<file path="src/rtl/match_pkg.sv">
// rtl/match_pkg.sv - shared state, winner and digit definitions for match_ctrl
package match_pkg;

   typedef enum logic [2:0] {
      S_IDLE   = 3'd0,
      S_RUN    = 3'd1,
      S_HOLD   = 3'd2,
      S_PAUSED = 3'd3,
      S_OT     = 3'd4,
      S_OVER   = 3'd5
   } state_t;

   localparam logic [1:0] WIN_NONE = 2'b00;
   localparam logic [1:0] WIN_A    = 2'b01;
   localparam logic [1:0] WIN_B    = 2'b10;
   localparam logic [1:0] WIN_DRAW = 2'b11;

   localparam int MIN_W   = 4;
   localparam int SEC10_W = 3;
   localparam int SEC1_W  = 4;
   localparam int SCORE_W = 4;

   typedef struct packed {
      logic [MIN_W-1:0]   min;
      logic [SEC10_W-1:0] sec10;
      logic [SEC1_W-1:0]  sec1;
   } digits_t;

   function automatic digits_t secs_to_digits(input int unsigned secs);
      digits_t d;
      d.min   = MIN_W'(secs / 60);
      d.sec10 = SEC10_W'((secs % 60) / 10);
      d.sec1  = SEC1_W'(secs % 10);
      return d;
   endfunction

   // One-second BCD decrement: sec1 borrows from sec10, sec10 (0..5) borrows from min.
   function automatic digits_t digits_dec(input digits_t d);
      digits_t n;
      n = d;
      if (d.sec1 != '0) begin
         n.sec1 = d.sec1 - SEC1_W'(1);
      end else begin
         n.sec1 = SEC1_W'(9);
         if (d.sec10 != '0) begin
            n.sec10 = d.sec10 - SEC10_W'(1);
         end else begin
            n.sec10 = SEC10_W'(5);
            n.min   = d.min - MIN_W'(1);
         end
      end
      return n;
   endfunction

endpackage

</file>
<file path="src/rtl/match_ctrl_if.sv">
// rtl/match_ctrl_if.sv - button/sensor inputs and display/solenoid outputs of match_ctrl
interface match_ctrl_if;
   import match_pkg::*;

   logic                 start;
   logic                 pause;
   logic                 goal_a;
   logic                 goal_b;
   logic [MIN_W-1:0]     min;
   logic [SEC10_W-1:0]   sec10;
   logic [SEC1_W-1:0]    sec1;
   logic [SCORE_W-1:0]   score_a;
   logic [SCORE_W-1:0]   score_b;
   logic [2:0]           state;
   logic                 puck_en;
   logic                 game_over;
   logic [1:0]           winner;

   modport master (
      output start, pause, goal_a, goal_b,
      input  min, sec10, sec1, score_a, score_b, state, puck_en, game_over, winner
   );

   modport slave (
      input  start, pause, goal_a, goal_b,
      output min, sec10, sec1, score_a, score_b, state, puck_en, game_over, winner
   );

endinterface

</file>
<file path="src/rtl/match_ctrl_tick_gen.sv">
// rtl/match_ctrl_tick_gen.sv - 1 Hz prescaler with synchronous clear and run gate
module tick_gen #(
   parameter int CLK_HZ = 50_000_000
) (
   input  logic clk,
   input  logic reset,
   input  logic clear,
   input  logic run,
   output logic tick
);

   localparam int            CW   = (CLK_HZ > 1) ? $clog2(CLK_HZ) : 1;
   localparam logic [CW-1:0] LAST = CW'(CLK_HZ - 1);

   logic [CW-1:0] r_cnt;

   // Tick must not depend on clear: the FSM derives clear from tick-driven expiry.
   assign tick = run && (r_cnt == LAST);

   always_ff @(posedge clk) begin
      if (reset || clear) begin
         r_cnt <= '0;
      end else if (run) begin
         r_cnt <= (r_cnt == LAST) ? '0 : r_cnt + CW'(1);
      end
   end

endmodule

</file>
<file path="src/rtl/match_ctrl.sv">
// rtl/match_ctrl.sv - air-hockey match FSM, BCD countdown and scoring
// MATCH_OVERTIME_EN: tie at 0:00 enters sudden-death OT instead of ending as a draw.
module match_ctrl
   import match_pkg::*;
#(
   parameter int CLK_HZ    = 50_000_000,
   parameter int MATCH_S   = 120,
   parameter int HOLD_S    = 3,
   parameter int WIN_SCORE = 7
) (
   input logic         clk,
   input logic         reset,
   match_ctrl_if.slave bus
);

   localparam digits_t               START_DIGITS = secs_to_digits(MATCH_S);
   localparam digits_t               ONE_SEC      = secs_to_digits(1);
   localparam int                    HW           = (HOLD_S > 1) ? $clog2(HOLD_S) : 1;
   localparam logic [HW-1:0]         HOLD_LAST    = HW'(HOLD_S - 1);
   localparam logic [SCORE_W-1:0]    WIN_VAL      = SCORE_W'(WIN_SCORE);

   state_t               r_state;
   state_t               r_resume;
   digits_t              r_digits;
   logic [SCORE_W-1:0]   r_score_a;
   logic [SCORE_W-1:0]   r_score_b;
   logic                 r_puck_en;
   logic                 r_game_over;
   logic [1:0]           r_winner;
   logic [HW-1:0]        r_hold_cnt;

   logic                 w_tick;
   logic                 w_clear;
   logic                 w_run;
   logic                 w_live;
   logic                 w_goal_a;
   logic                 w_goal_b;
   logic                 w_goal;
   logic                 w_win;
   logic                 w_tie;
   logic                 w_expire;
   logic [SCORE_W-1:0]   w_score_a;
   logic [SCORE_W-1:0]   w_score_b;
   logic [1:0]           w_goal_winner;
   logic [1:0]           w_lead_winner;
   digits_t              w_digits_dn;

   tick_gen #(.CLK_HZ(CLK_HZ)) u_tick_gen (
      .clk   (clk),
      .reset (reset),
      .clear (w_clear),
      .run   (w_run),
      .tick  (w_tick)
   );

   // Scores after this cycle's goal; expiry and win checks look at these, so a
   // goal on the final tick is counted before the result is decided.
   always_comb begin
      w_live        = (r_state == S_RUN) || (r_state == S_OT);
      w_goal_a      = w_live && bus.goal_a && !bus.goal_b;
      w_goal_b      = w_live && bus.goal_b && !bus.goal_a;
      w_goal        = w_goal_a || w_goal_b;
      w_score_a     = r_score_a + {{(SCORE_W-1){1'b0}}, w_goal_a};
      w_score_b     = r_score_b + {{(SCORE_W-1){1'b0}}, w_goal_b};
      w_win         = (w_goal_a && (w_score_a == WIN_VAL)) || (w_goal_b && (w_score_b == WIN_VAL));
      w_tie         = (w_score_a == w_score_b);
      w_goal_winner = w_goal_a ? WIN_A : WIN_B;
      w_lead_winner = (w_score_a > w_score_b) ? WIN_A : WIN_B;
      w_expire      = (r_state == S_RUN) && w_tick && (r_digits == ONE_SEC);
      w_digits_dn   = digits_dec(r_digits);
      w_run         = (r_state == S_RUN) || (r_state == S_HOLD);
      w_clear       = (((r_state == S_IDLE) || (r_state == S_OVER)) && bus.start)
                   || ((r_state == S_RUN) && w_goal && !w_win && !w_expire);
   end

   always_ff @(posedge clk) begin
      if (reset) begin
         r_state     <= S_IDLE;
         r_resume    <= S_RUN;
         r_digits    <= START_DIGITS;
         r_score_a   <= '0;
         r_score_b   <= '0;
         r_puck_en   <= 1'b0;
         r_game_over <= 1'b0;
         r_winner    <= WIN_NONE;
         r_hold_cnt  <= '0;
      end else begin
         case (r_state)
            S_IDLE, S_OVER: begin
               if (bus.start) begin
                  r_state     <= S_RUN;
                  r_digits    <= START_DIGITS;
                  r_score_a   <= '0;
                  r_score_b   <= '0;
                  r_winner    <= WIN_NONE;
                  r_puck_en   <= 1'b1;
                  r_game_over <= 1'b0;
               end
            end

            S_RUN: begin
               if (w_tick) begin
                  r_digits <= w_digits_dn;
               end
               r_score_a <= w_score_a;
               r_score_b <= w_score_b;
               if (w_win) begin
                  r_state     <= S_OVER;
                  r_puck_en   <= 1'b0;
                  r_game_over <= 1'b1;
                  r_winner    <= w_goal_winner;
               end else if (w_expire) begin
                  if (w_tie) begin
`ifdef MATCH_OVERTIME_EN
                     r_state     <= S_OT;
`else
                     r_state     <= S_OVER;
                     r_puck_en   <= 1'b0;
                     r_game_over <= 1'b1;
                     r_winner    <= WIN_DRAW;
`endif
                  end else begin
                     r_state     <= S_OVER;
                     r_puck_en   <= 1'b0;
                     r_game_over <= 1'b1;
                     r_winner    <= w_lead_winner;
                  end
               end else if (w_goal) begin
                  r_state    <= S_HOLD;
                  r_puck_en  <= 1'b0;
                  r_hold_cnt <= '0;
               end else if (bus.pause) begin
                  r_state   <= S_PAUSED;
                  r_resume  <= S_RUN;
                  r_puck_en <= 1'b0;
               end
            end

            S_HOLD: begin
               if (w_tick) begin
                  if (r_hold_cnt == HOLD_LAST) begin
                     r_state    <= S_RUN;
                     r_puck_en  <= 1'b1;
                     r_hold_cnt <= '0;
                  end else begin
                     r_hold_cnt <= r_hold_cnt + HW'(1);
                  end
               end
            end

            S_PAUSED: begin
               if (bus.pause) begin
                  r_state   <= r_resume;
                  r_puck_en <= 1'b1;
               end
            end

            S_OT: begin
               r_score_a <= w_score_a;
               r_score_b <= w_score_b;
               if (w_goal) begin
                  r_state     <= S_OVER;
                  r_puck_en   <= 1'b0;
                  r_game_over <= 1'b1;
                  r_winner    <= w_goal_winner;
               end else if (bus.pause) begin
                  r_state   <= S_PAUSED;
                  r_resume  <= S_OT;
                  r_puck_en <= 1'b0;
               end
            end

            default: begin
               r_state   <= S_IDLE;
               r_puck_en <= 1'b0;
            end
         endcase
      end
   end

   assign bus.min       = r_digits.min;
   assign bus.sec10     = r_digits.sec10;
   assign bus.sec1      = r_digits.sec1;
   assign bus.score_a   = r_score_a;
   assign bus.score_b   = r_score_b;
   assign bus.state     = r_state;
   assign bus.puck_en   = r_puck_en;
   assign bus.game_over = r_game_over;
   assign bus.winner    = r_winner;

endmodule

</file>
<file path="src/flat_wrapper.sv">
// flat-port wrapper written by rule: the top's interface ports become plain ports
module match_ctrl_flat import match_pkg::*;
#(
   parameter int CLK_HZ    = 50_000_000,
   parameter int MATCH_S   = 120,
   parameter int HOLD_S    = 3,
   parameter int WIN_SCORE = 7
)
  (clk, reset, bus_start, bus_pause, bus_goal_a, bus_goal_b, bus_min, bus_sec10, bus_sec1, bus_score_a, bus_score_b, bus_state, bus_puck_en, bus_game_over, bus_winner);
  match_ctrl_if bus_i ();
  input logic clk;
  input logic reset;
  input wire logic [$bits(bus_i.start)-1:0] bus_start;
  input wire logic [$bits(bus_i.pause)-1:0] bus_pause;
  input wire logic [$bits(bus_i.goal_a)-1:0] bus_goal_a;
  input wire logic [$bits(bus_i.goal_b)-1:0] bus_goal_b;
  output wire logic [$bits(bus_i.min)-1:0] bus_min;
  output wire logic [$bits(bus_i.sec10)-1:0] bus_sec10;
  output wire logic [$bits(bus_i.sec1)-1:0] bus_sec1;
  output wire logic [$bits(bus_i.score_a)-1:0] bus_score_a;
  output wire logic [$bits(bus_i.score_b)-1:0] bus_score_b;
  output wire logic [$bits(bus_i.state)-1:0] bus_state;
  output wire logic [$bits(bus_i.puck_en)-1:0] bus_puck_en;
  output wire logic [$bits(bus_i.game_over)-1:0] bus_game_over;
  output wire logic [$bits(bus_i.winner)-1:0] bus_winner;
  assign bus_i.start = bus_start;
  assign bus_i.pause = bus_pause;
  assign bus_i.goal_a = bus_goal_a;
  assign bus_i.goal_b = bus_goal_b;
  assign bus_min = bus_i.min;
  assign bus_sec10 = bus_i.sec10;
  assign bus_sec1 = bus_i.sec1;
  assign bus_score_a = bus_i.score_a;
  assign bus_score_b = bus_i.score_b;
  assign bus_state = bus_i.state;
  assign bus_puck_en = bus_i.puck_en;
  assign bus_game_over = bus_i.game_over;
  assign bus_winner = bus_i.winner;
  match_ctrl #(.CLK_HZ(CLK_HZ), .MATCH_S(MATCH_S), .HOLD_S(HOLD_S), .WIN_SCORE(WIN_SCORE)) u_core (.clk(clk), .reset(reset), .bus(bus_i));
endmodule
</file>
<file path="config.mk">
export PLATFORM = sky130hd
export DESIGN_NAME = match_ctrl_flat
export DESIGN_NICKNAME = d
export VERILOG_FILES = /design/src/rtl/match_pkg.sv /design/src/rtl/match_ctrl_if.sv /design/src/rtl/match_ctrl_tick_gen.sv /design/src/rtl/match_ctrl.sv /design/src/flat_wrapper.sv
export SDC_FILE = /design/constraint.sdc
export NUM_CORES = 1
export LEC_CHECK = 0
export CAP_MARGIN = 20
export CELL_PAD_IN_SITES_DETAIL_PLACEMENT = 1
export CELL_PAD_IN_SITES_GLOBAL_PLACEMENT = 1
export CORE_MARGIN = 8
export CORE_UTILIZATION = 38
export CTS_BUF_LIST = sky130_fd_sc_hd__clkbuf_8
export DETAILED_ROUTE_END_ITERATION = 16
export PLACE_DENSITY = 0.78
export SYNTH_ARGS = -nofsm -noshare
export SYNTH_HDL_FRONTEND = slang
export SYNTH_SLANG_ARGS = --single-unit
</file>
<file path="constraint.sdc">
create_clock -name clk -period 3.6 [get_ports clk]
set_clock_uncertainty 0.05 [all_clocks]
set_input_delay 0.72 -clock clk [delete_from_list [all_inputs] [get_ports clk]]
set_output_delay 0.72 -clock clk [all_outputs]
set_load 0.05 [all_outputs]
</file>
==> metrics <==
antenna violations before repair=0; highest-delay cell along the critical path=or4b_1; Wirelength per Cell=17.53 um; layout net count=451; result of the run=complete, no violations; pre-CTS setup slack=-35.28 ps; largest net degree at the start of global routing=26; count of buffer and inverter cells on the critical path=2; Max stage delay on crit path=650 ps; IO Count=32; fraction of final layout cells sized beyond drive strength 1=13.30%; post-route fraction of the period consumed by the critical path=90.48%; worst slack on hold paths=431.5 ps; leading cell type in the layout, fill and taps excluded=dfxtp_1; Hold Fails Final Rpt=0; TritonCTS clock tree=built; Cells on Worst Hold Path=2; count of port buffers added during placement=31; total number of vias=3076; synthesized area per cell=8.397 um^2; post-synth design cell area=0.003342 mm^2; Leak=1.353 nW; clock buffer count from CTS=5; critical path capture point=u_core.u_tick_gen.r_cnt[12]; placed wire-length estimate=7237 um; part of the total power dissipated in combinational logic=48.5%; RSZ-0062 raised after global routing=no; total clock sinks=56; f_max=0.3070 GHz; Worst setup SP type=input port; cell with the most instances on the worst path=ha_1; first-iteration detailed-routing DRC count=116; Critical Path End Type=flip-flop; Multi-input gate area=0.002067 mm^2; DIE HEIGHT=109.8 um; required time of the critical path=3800 ps; Core Footprint=0.008636 mm^2; least setup slack across all paths after layout=342.5 ps; layout-stage area growth over the synthesis result=16.47%; Reg2Reg Depth=11; reg-to-reg critical path endpoint=u_core.u_tick_gen.r_cnt[19]; number of levels the H-tree was split into=2; P per Cell Area=551.9 mW/mm^2; number of routed nets with antenna violations=0; share of total power in sequential cells=33.9%; final setup violation count=0; root cell of the clock tree=clkbuf_8; Die W=109.8 um; count of cells resized by post-cts repair=0; remaining design rule violation count=0; switching power=0.9735 mW; first-pass GRT wire length=15750 um; Arrival @ worst endpoint=3460 ps; register-to-register path setup slack=540 ps; via/cell ratio=5.654; Clock Pin Slew Worst Setup and Hold Paths=100 ps; number of max-cap violations=0; logic depth of the worst setup path including buffers=10; worst-path fanout max=14; number of optimization iterations in the first detailed-route pass=4; Crit path max-delay family=simple AND/OR/NAND/NOR gates; Net Count, Synth=414; utilization of the core after routing=45.07%; source of the worst register-to-register timing path=u_core.bus.state[2]; min-delay worst type=flip-flop to flip-flop; start point of the critical path=bus_goal_a; number of buffers on the longest clock path=2; Die Footprint=0.01205 mm^2; count of different cell masters after synthesis=69; Peak VDD IR=0.0003996 V; via count of the first global-routing pass=3189; crit path kind=input port to flip-flop; gate count after technology mapping=398; Final Slew Violations=0; register area=0.001121 mm^2; total congestion overflow=0; antenna cell count=0; Internal Dissipation=1.175 mW; clock latency at the later pin of the worst-skew pair=320 ps; cell row count=34; Slew HR=58.53%; Total Routed Length=9536 um; ordered list of cells on the worst path=clkdlybuf4s50_1 -> buf_4 -> nor4b_4 -> ha_1 -> ha_1 -> xnor2_1 -> or4b_1 -> nand4_4 -> o221ai_4 -> nor2_2; initial standard-cell utilization of the core=38.70%; Async SR Flop Fraction=0%; number of synthesized flops with an enable pin=0; GPL Wtd Cong=0.8752; minimum clock period=3257 ps; total track usage=16.30%; sw frac=45.31%; Yosys warnings=0; filler cell count=1045; proportion of power drawn by the clock network=17.5%; buffers inserted during post-CTS setup optimization=0; Slew @ Worst Pin=617.3 ps; highest-count cells in the layout ignoring fill and taps=dfxtp_1, nor2_1, clkdlybuf4s50_1, nand2_1, a21oi_1; Synth Flop Type=dfxtp_1; flops & latches, synth=56; proportion of synthesized chip area in sequential cells=33.55%; CTS hold repair buffers=0
## registers in the layout, indices dropped and copies added (netlist names)
register and flops:
u_core.bus.sec10 3, u_core.bus.score_a 4, u_core.bus.min 4, u_core.u_tick_gen.r_cnt 26
u_core.bus.winner 2, u_core.r_hold_cnt 2, u_core.bus.state 3, u_core.bus.sec1 4
u_core.r_resume 2, u_core.bus.puck_en 1, u_core.bus.score_b 4, u_core.bus.game_over 1
## tightest hold or removal path: cells and delay by family, from the launching register on
| family | cells | cell delay, ps |
|---|---|---|
| compound gates | 1 | 50 |
| simple gates | 1 | 60 |
| flops | 1 | 340 |
## how the worst min path moves through the flow
stage	from	end	slack, ps
after detailed placement	u_core.u_tick_gen.r_cnt[1]	u_core.u_tick_gen.r_cnt[1]	420
after global placement	u_core.u_tick_gen.r_cnt[1]	u_core.u_tick_gen.r_cnt[1]	410
final	u_core.u_tick_gen.r_cnt[1]	u_core.u_tick_gen.r_cnt[1]	430
after CTS	u_core.u_tick_gen.r_cnt[1]	u_core.u_tick_gen.r_cnt[1]	430
after floorplan	u_core.u_tick_gen.r_cnt[1]	u_core.u_tick_gen.r_cnt[1]	400
after global routing	u_core.u_tick_gen.r_cnt[1]	u_core.u_tick_gen.r_cnt[1]	470
## cell usage after synthesis, drive strengths merged (3+ instances only)
library cell / instances / area [um^2]
buf: 11 / 83.82
nor3: 11 / 60.06
nand2b: 6 / 37.54
and2: 6 / 40.03
nand2: 30 / 112.6
xor2: 22 / 192.7
nor4: 5 / 46.29
or2: 3 / 18.77
a211oi: 5 / 37.54
nand3: 14 / 75.07
ha: 10 / 125.1
clkbuf: 8 / 40.04
nand4b: 3 / 26.28
nor2: 55 / 231.5
a21oi: 27 / 138.9
a31oi: 3 / 18.77
nand3b: 8 / 60.06
xnor2: 11 / 103.9
dfxtp: 56 / 1121
nand4: 18 / 127.6
inv: 8 / 30.03
and3: 7 / 45.05
a21o: 6 / 45.04
or4b: 4 / 47.55
o21ai: 20 / 103.9
nor2b: 6 / 37.54
## power groups by stage
| stage | sequential, mW | combinational (mW) | clock (mW) |
|---|---|---|---|
| floorplan | 0.888 | 0.579 | 0 |
| global placement | 0.740 | 1.02 | 0 |
| detailed placement | 0.741 | 1.04 | 0 |
| CTS | 0.729 | 1.05 | 0.389 |
| global route | 0.735 | 1.13 | 0.411 |
| finish | 0.729 | 1.04 | 0.376 |
## final cells by class
| class | count | area share [%] |
|---|---|---|
| clock buffer | 5 | 1.768 |
| clock inverter | 3 | 0.6429 |
| inverter | 8 | 0.7715 |
| multi-input combinational | 315 | 53.10 |
| sequential | 56 | 28.80 |
| tap | 108 | 3.472 |
| timing repair buffer | 49 | 11.44 |
## per-layer routing
metal	wire length [um]	vias up	GRT usage, %	part of all wire (%)
met2	4834	42	29.07	51
li1	-	1512	-	-
met1	4227	1506	18.80	44
met4	231	0	6.268	2.4
met3	242	16	2.989	2.5
met5	0	-	0	0
## logic make-up (layout without fill, tap and decap cells)
| kind of cell | count (synthesis) | after routing | synth area share, % |
|---|---|---|---|
| AND/OR/NAND/NOR | 186 | 186 | 31.97 |
| flip-flops | 56 | 56 | 33.55 |
| adder cells (fa/ha/maj) | 10 | 10 | 3.744 |
| AO/OA/AOI/OAI | 85 | 85 | 16.96 |
| multiplexers | 1 | 1 | 0.2995 |
| XOR/XNOR | 33 | 33 | 8.873 |
| buffers and inverters | 27 | 65 | 4.605 |
## through the flow
stage | area [um^2] | setup TNS [ps] | power (mW) | std cells
3_5_place_dp | 3799 | -134.6 | 1.782 | 536
4_1_cts | 3892 | 0 | 2.164 | 544
2_1_floorplan | 3342 | 0 | 1.467 | 398
5_1_grt | 3892 | 0 | 2.275 | 544
3_3_place_gp | 3799 | 0 | 1.756 | 536
6_report | 3892 | 0 | 2.148 | 544
Note: power is estimated with default switching activity, not from simulation.
